## src/rtl/inst_fetch_queue_if.sv

```systemverilog
// Handshake bundle between the fetch queue, the I-cache, the backend redirect source and decode.
// The master modport is the fetch queue's view; the slave modport is the surrounding environment's view.
interface inst_fetch_queue_if;
  logic        redirect_valid;
  logic [31:0] redirect_pc;
  logic        to_icache_req_valid;
  logic [31:0] to_icache_req_addr;
  logic        from_icache_req_ready;
  logic        from_icache_rsp_valid;
  logic [31:0] from_icache_rsp_data;
  logic        to_icache_rsp_ready;
  logic        to_cpu_inst_valid;
  logic [31:0] to_cpu_inst_data;
  logic [31:0] to_cpu_inst_pc;
  logic        from_cpu_inst_ready;

  modport master (
    input  redirect_valid, redirect_pc,
    input  from_icache_req_ready, from_icache_rsp_valid, from_icache_rsp_data,
    input  from_cpu_inst_ready,
    output to_icache_req_valid, to_icache_req_addr, to_icache_rsp_ready,
    output to_cpu_inst_valid, to_cpu_inst_data, to_cpu_inst_pc
  );

  modport slave (
    output redirect_valid, redirect_pc,
    output from_icache_req_ready, from_icache_rsp_valid, from_icache_rsp_data,
    output from_cpu_inst_ready,
    input  to_icache_req_valid, to_icache_req_addr, to_icache_rsp_ready,
    input  to_cpu_inst_valid, to_cpu_inst_data, to_cpu_inst_pc
  );
endinterface

```

## src/rtl/inst_fetch_queue.sv

```systemverilog
// Instruction fetch front end: issues one blocking I-cache request at a time and queues
// PC-tagged instructions for decode; a redirect flushes the queue and drops any in-flight response.
module inst_fetch_queue #(
  parameter int unsigned DEPTH    = 4,
  parameter logic [31:0] RESET_PC = 32'h0000_0000
) (
  input  logic               clk,
  input  logic               rst,
  inst_fetch_queue_if.master bus_io
);
  localparam int unsigned   PW   = (DEPTH > 1) ? $clog2(DEPTH) : 1;
  localparam int unsigned   CW   = $clog2(DEPTH + 1);
  localparam logic [CW-1:0] FULL = CW'(DEPTH);

  typedef enum logic [1:0] {IDLE, REQ, WAIT_RSP, DROP} state_e;

  state_e        state_q;
  logic [31:0]   reqPc_q;
  logic [31:0]   nextPc_q;
  logic          dropFlag_q;
  logic          reqValid_q;
  logic          rspReady_q;
  logic [31:0]   dataMem_q [DEPTH];
  logic [31:0]   pcMem_q [DEPTH];
  logic [PW-1:0] rdPtr_q, rdPtr_d;
  logic [PW-1:0] wrPtr_q, wrPtr_d;
  logic [CW-1:0] count_q, count_d;

  logic        redirect;
  logic [31:0] redirectPc;
  logic        reqFire;
  logic        rspFire;
  logic        push;
  logic        pop;

  assign redirect   = bus_io.redirect_valid;
  assign redirectPc = bus_io.redirect_pc & 32'hFFFF_FFFC;
  assign reqFire    = reqValid_q & bus_io.from_icache_req_ready;
  assign rspFire    = rspReady_q & bus_io.from_icache_rsp_valid;
  assign push       = rspFire && (state_q == WAIT_RSP) && !redirect;
  assign pop        = (count_q != '0) && bus_io.from_cpu_inst_ready;

  // A redirect wins over push and pop; DEPTH is a power of two so pointers wrap naturally.
  always_comb begin
    rdPtr_d = rdPtr_q;
    wrPtr_d = wrPtr_q;
    count_d = count_q;
    if (redirect) begin
      rdPtr_d = '0;
      wrPtr_d = '0;
      count_d = '0;
    end else begin
      if (push) wrPtr_d = wrPtr_q + PW'(1);
      if (pop)  rdPtr_d = rdPtr_q + PW'(1);
      case ({push, pop})
        2'b10:   count_d = count_q + CW'(1);
        2'b01:   count_d = count_q - CW'(1);
        default: count_d = count_q;
      endcase
    end
  end

  always_ff @(posedge clk or posedge rst) begin
    if (rst) begin
      rdPtr_q <= '0;
      wrPtr_q <= '0;
      count_q <= '0;
      for (int i = 0; i < int'(DEPTH); i++) begin
        dataMem_q[i] <= '0;
        pcMem_q[i]   <= '0;
      end
    end else begin
      rdPtr_q <= rdPtr_d;
      wrPtr_q <= wrPtr_d;
      count_q <= count_d;
      if (push) begin
        dataMem_q[wrPtr_q] <= bus_io.from_icache_rsp_data;
        pcMem_q[wrPtr_q]   <= reqPc_q;
      end
    end
  end

  // Once a request is redirected away, its eventual response must still be drained in DROP.
  always_ff @(posedge clk or posedge rst) begin
    if (rst) begin
      state_q    <= IDLE;
      reqPc_q    <= RESET_PC;
      nextPc_q   <= RESET_PC;
      dropFlag_q <= 1'b0;
      reqValid_q <= 1'b0;
      rspReady_q <= 1'b0;
    end else begin
      case (state_q)
        IDLE: begin
          if (redirect) begin
            nextPc_q <= redirectPc;
          end else if (count_q < FULL) begin
            reqPc_q    <= nextPc_q;
            reqValid_q <= 1'b1;
            state_q    <= REQ;
          end
        end
        REQ: begin
          if (redirect) begin
            nextPc_q   <= redirectPc;
            dropFlag_q <= 1'b1;
          end
          if (reqFire) begin
            reqValid_q <= 1'b0;
            rspReady_q <= 1'b1;
            if (redirect || dropFlag_q) begin
              state_q <= DROP;
            end else begin
              nextPc_q <= reqPc_q + 32'd4;
              state_q  <= WAIT_RSP;
            end
          end
        end
        WAIT_RSP: begin
          if (redirect) begin
            nextPc_q <= redirectPc;
            if (rspFire) begin
              rspReady_q <= 1'b0;
              state_q    <= IDLE;
            end else begin
              dropFlag_q <= 1'b1;
              state_q    <= DROP;
            end
          end else if (rspFire) begin
            rspReady_q <= 1'b0;
            if (count_d < FULL) begin
              reqPc_q    <= nextPc_q;
              reqValid_q <= 1'b1;
              state_q    <= REQ;
            end else begin
              state_q <= IDLE;
            end
          end
        end
        DROP: begin
          if (redirect) nextPc_q <= redirectPc;
          if (rspFire) begin
            dropFlag_q <= 1'b0;
            rspReady_q <= 1'b0;
            state_q    <= IDLE;
          end
        end
        default: state_q <= IDLE;
      endcase
    end
  end

  assign bus_io.to_icache_req_valid = reqValid_q;
  assign bus_io.to_icache_req_addr  = reqPc_q;
  assign bus_io.to_icache_rsp_ready = rspReady_q;
  assign bus_io.to_cpu_inst_valid   = (count_q != '0);
  assign bus_io.to_cpu_inst_data    = dataMem_q[rdPtr_q];
  assign bus_io.to_cpu_inst_pc      = pcMem_q[rdPtr_q];
endmodule

```

## src/flat_wrapper.sv

```systemverilog
// flat-port wrapper written by rule: the top's interface ports become plain ports
module inst_fetch_queue_flat 
#(
  parameter int unsigned DEPTH    = 4,
  parameter logic [31:0] RESET_PC = 32'h0000_0000
)
  (clk, rst, bus_io_redirect_valid, bus_io_redirect_pc, bus_io_from_icache_req_ready, bus_io_from_icache_rsp_valid, bus_io_from_icache_rsp_data, bus_io_from_cpu_inst_ready, bus_io_to_icache_req_valid, bus_io_to_icache_req_addr, bus_io_to_icache_rsp_ready, bus_io_to_cpu_inst_valid, bus_io_to_cpu_inst_data, bus_io_to_cpu_inst_pc);
  inst_fetch_queue_if bus_io_i ();
  input  logic clk;
  input  logic rst;
  input wire logic [$bits(bus_io_i.redirect_valid)-1:0] bus_io_redirect_valid;
  input wire logic [$bits(bus_io_i.redirect_pc)-1:0] bus_io_redirect_pc;
  input wire logic [$bits(bus_io_i.from_icache_req_ready)-1:0] bus_io_from_icache_req_ready;
  input wire logic [$bits(bus_io_i.from_icache_rsp_valid)-1:0] bus_io_from_icache_rsp_valid;
  input wire logic [$bits(bus_io_i.from_icache_rsp_data)-1:0] bus_io_from_icache_rsp_data;
  input wire logic [$bits(bus_io_i.from_cpu_inst_ready)-1:0] bus_io_from_cpu_inst_ready;
  output wire logic [$bits(bus_io_i.to_icache_req_valid)-1:0] bus_io_to_icache_req_valid;
  output wire logic [$bits(bus_io_i.to_icache_req_addr)-1:0] bus_io_to_icache_req_addr;
  output wire logic [$bits(bus_io_i.to_icache_rsp_ready)-1:0] bus_io_to_icache_rsp_ready;
  output wire logic [$bits(bus_io_i.to_cpu_inst_valid)-1:0] bus_io_to_cpu_inst_valid;
  output wire logic [$bits(bus_io_i.to_cpu_inst_data)-1:0] bus_io_to_cpu_inst_data;
  output wire logic [$bits(bus_io_i.to_cpu_inst_pc)-1:0] bus_io_to_cpu_inst_pc;
  assign bus_io_i.redirect_valid = bus_io_redirect_valid;
  assign bus_io_i.redirect_pc = bus_io_redirect_pc;
  assign bus_io_i.from_icache_req_ready = bus_io_from_icache_req_ready;
  assign bus_io_i.from_icache_rsp_valid = bus_io_from_icache_rsp_valid;
  assign bus_io_i.from_icache_rsp_data = bus_io_from_icache_rsp_data;
  assign bus_io_i.from_cpu_inst_ready = bus_io_from_cpu_inst_ready;
  assign bus_io_to_icache_req_valid = bus_io_i.to_icache_req_valid;
  assign bus_io_to_icache_req_addr = bus_io_i.to_icache_req_addr;
  assign bus_io_to_icache_rsp_ready = bus_io_i.to_icache_rsp_ready;
  assign bus_io_to_cpu_inst_valid = bus_io_i.to_cpu_inst_valid;
  assign bus_io_to_cpu_inst_data = bus_io_i.to_cpu_inst_data;
  assign bus_io_to_cpu_inst_pc = bus_io_i.to_cpu_inst_pc;
  inst_fetch_queue #(.DEPTH(DEPTH), .RESET_PC(RESET_PC)) u_core (.clk(clk), .rst(rst), .bus_io(bus_io_i));
endmodule
```

## config.mk

```make
export PLATFORM = sky130hd
export DESIGN_NAME = inst_fetch_queue_flat
export DESIGN_NICKNAME = d
export VERILOG_FILES = /design/src/rtl/inst_fetch_queue_if.sv /design/src/rtl/inst_fetch_queue.sv /design/src/flat_wrapper.sv
export SDC_FILE = /design/constraint.sdc
export NUM_CORES = 1
export LEC_CHECK = 0
export ABC_AREA = 1
export CAP_MARGIN = 20
export CELL_PAD_IN_SITES_DETAIL_PLACEMENT = 1
export CELL_PAD_IN_SITES_GLOBAL_PLACEMENT = 2
export CORE_MARGIN = 2
export CORE_UTILIZATION = 34
export DETAILED_ROUTE_END_ITERATION = 8
export PLACE_DENSITY_LB_ADDON = 0.1
export SYNTH_ARGS = -nofsm -noshare
export SYNTH_HDL_FRONTEND = slang
export SYNTH_SLANG_ARGS = --single-unit
```

## constraint.sdc

```tcl
create_clock -name clk -period 13.01 [get_ports clk]
set_clock_uncertainty 0.05 [all_clocks]
set_input_delay 2.602 -clock clk [delete_from_list [all_inputs] [get_ports clk]]
set_output_delay 2.602 -clock clk [all_outputs]
set_load 0.005 [all_outputs]
```

# == Word-level counts from Yosys, hierarchy flattened ==
# Index checks and enable logic that the tools add are counted.
# word_totals
regBits,332
in_bits,70
output_inout_bits,99
wordCells,119
# classes
n_addsub,5
order_cmp,5
eq_ne,17
mux,50
bitwise,4
n_reduce_logical,21
# op_table
operator,n
$mux W32,13
$bwmux W128,2
$bmux W32 S2,2
$pmux W32 S2,2
$demux W32 S2,1
$add A32 B3 Y32 const B,1
$mux W2,11
$mux W1,13
$ne A2 B2 Y1 const B,6
$ne A2 B1 Y1 const B,5
$reduce_and A5 Y1,2
$reduce_bool A3 Y1,3
$pmux W2 S4,1
$reduce_bool A2 Y1,4
$reduce_and A7 Y1,1
$eq A2 B2 Y1 const B,3
$ge A3 B3 Y1 const B,2
$lt A3 B3 Y1 const B,2
$not A2 Y3,2
$pmux W1 S3,2
$pmux W3 S2,1
$reduce_and A6 Y1,1
$add A2 B1 Y2 const B,2
$eq A2 B1 Y1 const B,2
14 further kinds,18

# == Depth between registers and ports, before layout ==
# logic_depth
word_depth,11
mapped_depth,19
mapped_depth_nobuf,18

# == Worst setup path after synthesis ==
# Ideal clock, no wire load.
# synth_path
kind,in2reg
from,input port bus_io_from_icache_rsp_valid
to,register u_core.reqValid_q (netlist: u_core.bus_io.to_icache_req_valid)
setup_ns,0.120
t_arrival_ns,4.491
required_time_ns,12.840
path_slack_ns,8.348
stages,17
n_path_buf,1
path_cell_list,nand2_1 > nor2_2 > inv_2 > nor2_8 > inv_1 > ha_1 > xor2_1 > ha_1 > inv_1 > nand2_1 > nand2_1 > nand3_1 > nand2_1 > nand4_1 > nand3_2 > buf_2 > nand2_1
# synth_between
elab_chain_cells,9
elab_cells_between_ends,11
classes_between,order compare: 1; eq/ne: 4; mux: 2; bitwise: 1; reduce/logical: 3
# synth_rtl
item,line,rtl
"start, declared",flat_wrapper.sv:14,input wire logic [$bits(bus_io_i.from_icache_rsp_valid)-1:0] bus_io_from_icache_rsp_valid;
$and A1 B1 Y1 *,inst_fetch_queue.sv:39,assign rspFire = rspReady_q & bus_io.from_icache_rsp_valid;
$logic_and A1 B1 Y1 (2 in a row),inst_fetch_queue.sv:40,assign push = rspFire && (state_q == WAIT_RSP) && !redirect;
$eq A2 B1 Y1 or $eq A2 B2 Y1 (tied branches),inst_fetch_queue.sv:55,"case ({push, pop})"
$pmux W3 S2,inst_fetch_queue.sv:55,
$mux W3,inst_fetch_queue.sv:48,if (redirect) begin
$lt A3 B3 Y1,inst_fetch_queue.sv:131,if (count_d < FULL) begin
$ne A2 B2 Y1 (no source line),-,
$reduce_and A7 Y1 (no source line) *,-,
"end signal, assigned",inst_fetch_queue.sv:90,reqValid_q <= 1'b0;
"end signal, assigned",inst_fetch_queue.sv:99,reqValid_q <= 1'b1;
"end signal, assigned",inst_fetch_queue.sv:133,reqValid_q <= 1'b1;
"end, declared",inst_fetch_queue.sv:21,logic reqValid_q;
# Mark *: on every way between the ends. The rest lies on a longest branch, timed or not.
# A chain may end at the register's enable or synchronous reset.

# == Worst setup path in the final report ==
# layout_path
from,register u_core.rdPtr_q[0]
to,output port bus_io_to_cpu_inst_pc[14]
# layout_between
elab_chain_cells,4
# layout_rtl
item,line,rtl
"start, declared",inst_fetch_queue.sv:25,"logic [PW-1:0] rdPtr_q, rdPtr_d;"
"start signal, assigned",inst_fetch_queue.sv:73,rdPtr_q <= rdPtr_d;
$not A2 Y3 (not written as such),inst_fetch_queue.sv:158,assign bus_io.to_cpu_inst_pc = pcMem_q[rdPtr_q];
$bmux W32 S2,inst_fetch_queue.sv:158,
$mux W32 (not written as such) (2 in a row),inst_fetch_queue.sv:158,
"end, declared",flat_wrapper.sv:22,output wire logic [$bits(bus_io_i.to_cpu_inst_pc)-1:0] bus_io_to_cpu_inst_pc;
# No other way between the ends. The select of a mux whose other input is x is not followed.

==> results.json <==
{
  "via_per_inst": 5.06,
  "synthMuxAreaShare": 0.00264,
  "synth_simple_gate_area_share": 0.199,
  "post-route-period-util": 0.481,
  "critPathMaxStageDelay_ps": 890,
  "r2r-start": "u_core.state_q[0]",
  "rsz0062_at_grt": "false",
  "power_uw": 3220,
  "grt_overflow_total": 0,
  "cts_resized": 0,
  "post_cts.repair.setup_buffers": 0,
  "cts_tree": "built",
  "antenna_cells": 0,
  "finalMaxSlewViolations": 0,
  "hold_viol": 0,
  "critical_path_arrival_ps": 3610,
  "drc": 0,
  "wirelength_mm": 48.4,
  "hold_path_class": "reg -> reg",
  "async_flop_share": 1.00,
  "dp.cells": 2491,
  "vias": 13000,
  "drtIter0Drc": 889,
  "die_h_um": 215,
  "areaGrowthSynthToFinish_pct": 22.4,
  "fp.dieW_um": 215,
  "path_cells": "inv_4 -> buf_4 -> o21ai_0 -> o22ai_1 -> clkdlybuf4s50_1",
  "r2r_setup_slack_ps": 9500,
  "cts_max_level": 2,
  "crit_buf_inv": 3,
  "ctsHoldBuffers": 0,
  "status": "complete, no violations",
  "synth_top_family_by_area": "simple AND/OR/NAND/NOR gates",
  "grt_util_all_layers": 0.211,
  "crit_cells": 5,
  "synthCells": 1839,
  "critPathTopFamily": "buffers and inverters",
  "final.min_clock_period_ps": 6260,
  "critPathCapture": "bus_io_to_cpu_inst_pc[14]",
  "clock_tree.buffer_depth": 3,
  "cp_slowest_cell": "buf_4",
  "ir_drop_v": 0.0000894,
  "critPathCaptureType": "output pin",
  "rows": 77,
  "worst_pin_slew_ps": 1070,
  "max_slew_margin": 0.287,
  "avgSynthCellArea_um2": 8.25,
  "power_leakage_uw": 0.00859,
  "final_cells": 2564,
  "gp_congestion": 0.755,
  "grt_pass1_wl_mm": 77.7,
  "seq_area_frac_synth": 0.548,
  "synth_compound_area_frac": 0.173,
  "synth-edff-count": 0,
  "ys_types": 33,
  "cts_made_buffers": 41,
  "r2r.worst_path.cells": 17,
  "ys_seq_elements": 332,
  "antenna_left": 0,
  "reg2reg_to": "u_core.bus_io.to_icache_req_addr[8]",
  "clock_latency_ps": 550,
  "synth_xor_area_frac": 0.00809,
  "die-area_um2": 46300,
  "syn_nets": 1918,
  "path_clk_slew_ps": 60,
  "dr.pass1.iters": 5,
  "crit_start": "u_core.rdPtr_q[0]",
  "synth_area_um2": 15200,
  "max_freq_ghz": 0.160,
  "grt_max_degree": 95,
  "drv_cap": 0,
  "cts_sinks": 332,
  "synth_fa_ha_area_frac": 0.00743,
  "critical_path_required_ps": 10360,
  "power_density_nw_per_um2": 173,
  "cts-root-buf": "clkbuf_16",
  "numPortBuffers": 166,
  "hpwl_mm": 28.6,
  "grt_pass1_vias": 13600,
  "yosys_warnings": 0,
  "synth-main-ff-cell": "dfrtp_1",
  "cp-start-kind": "flop",
  "path_class": "reg -> out",
  "critPathMaxFanout": 94,
  "core_um2": 44100,
  "setup_viol": 0,
  "boundaryPins": 169,
  "drive_gt1_frac": 0.0532,
  "antenna_found_initial": 0,
  "wire_per_inst_um": 18.9,
  "start_util": 0.344,
  "fin_setup_tns_ps": 0,
  "nNetsFinal": 2021
}
how the worst min path moves through the flow:
stage	startpoint	to	cells past startpoint
3_5_place_dp	u_core.dataMem_q[81]	u_core.dataMem_q[81]	2
6_report	u_core.dataMem_q[85]	u_core.dataMem_q[85]	2
3_3_place_gp	u_core.pcMem_q[75]	u_core.pcMem_q[75]	2
4_1_cts	u_core.dataMem_q[81]	u_core.dataMem_q[81]	2
2_1_floorplan	u_core.dataMem_q[32]	u_core.dataMem_q[32]	2
5_1_grt	u_core.dataMem_q[46]	u_core.dataMem_q[46]	2
layout make-up:
| class | instances | area, um^2 |
|---|---|---|
| Clock buffer | 66 | 1300 |
| Clock inverter | 7 | 71.3 |
| Fill cell | 5257 | 25600 |
| Inverter | 104 | 402 |
| Multi-Input combinational cell | 1281 | 5960 |
| Sequential cell | 332 | 8310 |
| Tap cell | 592 | 741 |
| Timing Repair Buffer | 182 | 1780 |
per-stage QoR:
stage          worst slack (ps)  hold slack, ps  utilization  instance area, um^2
2_1_floorplan              1160             404            -                15200
3_3_place_gp               6960             417        0.390                17200
3_5_place_dp               6860             423        0.390                17200
4_1_cts                    6680             437        0.421                18600
5_1_grt                    6450             452        0.421                18600
6_report                   6750             433        0.421                18600
report_power, final:
| part | total, uW | internal [uW] | switching, uW |
|---|---|---|---|
| registers | 1320 | 1170 | 152 |
| logic | 746 | 355 | 391 |
| clock network | 1150 | 703 | 452 |
| total | 3220 | 2220 | 994 |
cell usage in the layout, fill, tap and decap left out, drive strengths merged, types with 2 or more instances in the layout:
cell type	instances
nand2	496
o21ai	403
dfrtp	332
nor2	180
clkdlybuf4s50	165
inv	102
clkbuf	66
o22ai	65
nand4	40
nand3	27
buf	17
xor2	14
a21oi	11
ha	9
a31oi	8
or2	6
o211ai	6
nor3	5
clkinv	5
mux2i	4
clkinvlp	3
o32ai	2
o31ai	2
worst register-to-register path: cells and delay by family (launching register included):
family,cells,cell delay (ps)
buffers and inverters,4,370
and+or+nand+nor,10,1980
adders and majority gates,2,420
xor gates and xnor gates,1,160
DFF,1,420
synthesized netlist by cell type (6+ instances only):
cell type	instances	area (um^2)
o22ai_1	65	407
dfrtp_1	332	8310
xor2_1	14	123
o21ai_1	257	1290
nand4_1	40	250
nand3_1	26	130
a21oi_1	11	55.1
inv_1	100	375
nand2_1	495	1860
ha_1	9	113
or2_2	6	37.5
a31oi_1	8	50.1
nor2_1	177	664
clkbuf_1	54	203
o211ai_1	6	45.0
buf_2	63	315
o21ai_0	146	731
registers in the layout (all words and copies together) (netlist names):
name                               count
u_core.count_q                         3
u_core.bus_io.to_icache_rsp_ready      1
u_core.state_q                         2
u_core.nextPc_q                       32
u_core.rdPtr_q                         2
u_core.dataMem_q                     128
u_core.bus_io.to_icache_req_addr      32
u_core.dropFlag_q                      1
u_core.bus_io.to_icache_req_valid      1
u_core.wrPtr_q                         2
u_core.pcMem_q                       128
logic make-up (layout without fill, tap and decap cells):
family,Yosys count,in the layout
muxes,4,4
buffers and inverters,226,359
and+or+nand+nor,754,754
xor gates and xnor gates,14,14
AOI/OAI and AO/OA,500,500
adders and majority gates,9,9
DFF,332,332
routing by layer:
metal,share of wire,routed length (um),vias up,track usage
li1,-,-,6305,-
met1,0.48,23400,6393,0.290
met2,0.46,22300,219,0.351
met3,0.038,1840,52,0.0355
met4,0.018,852,0,0.0485
met5,0,0,-,0
Power figures use the tool's default switching activity.
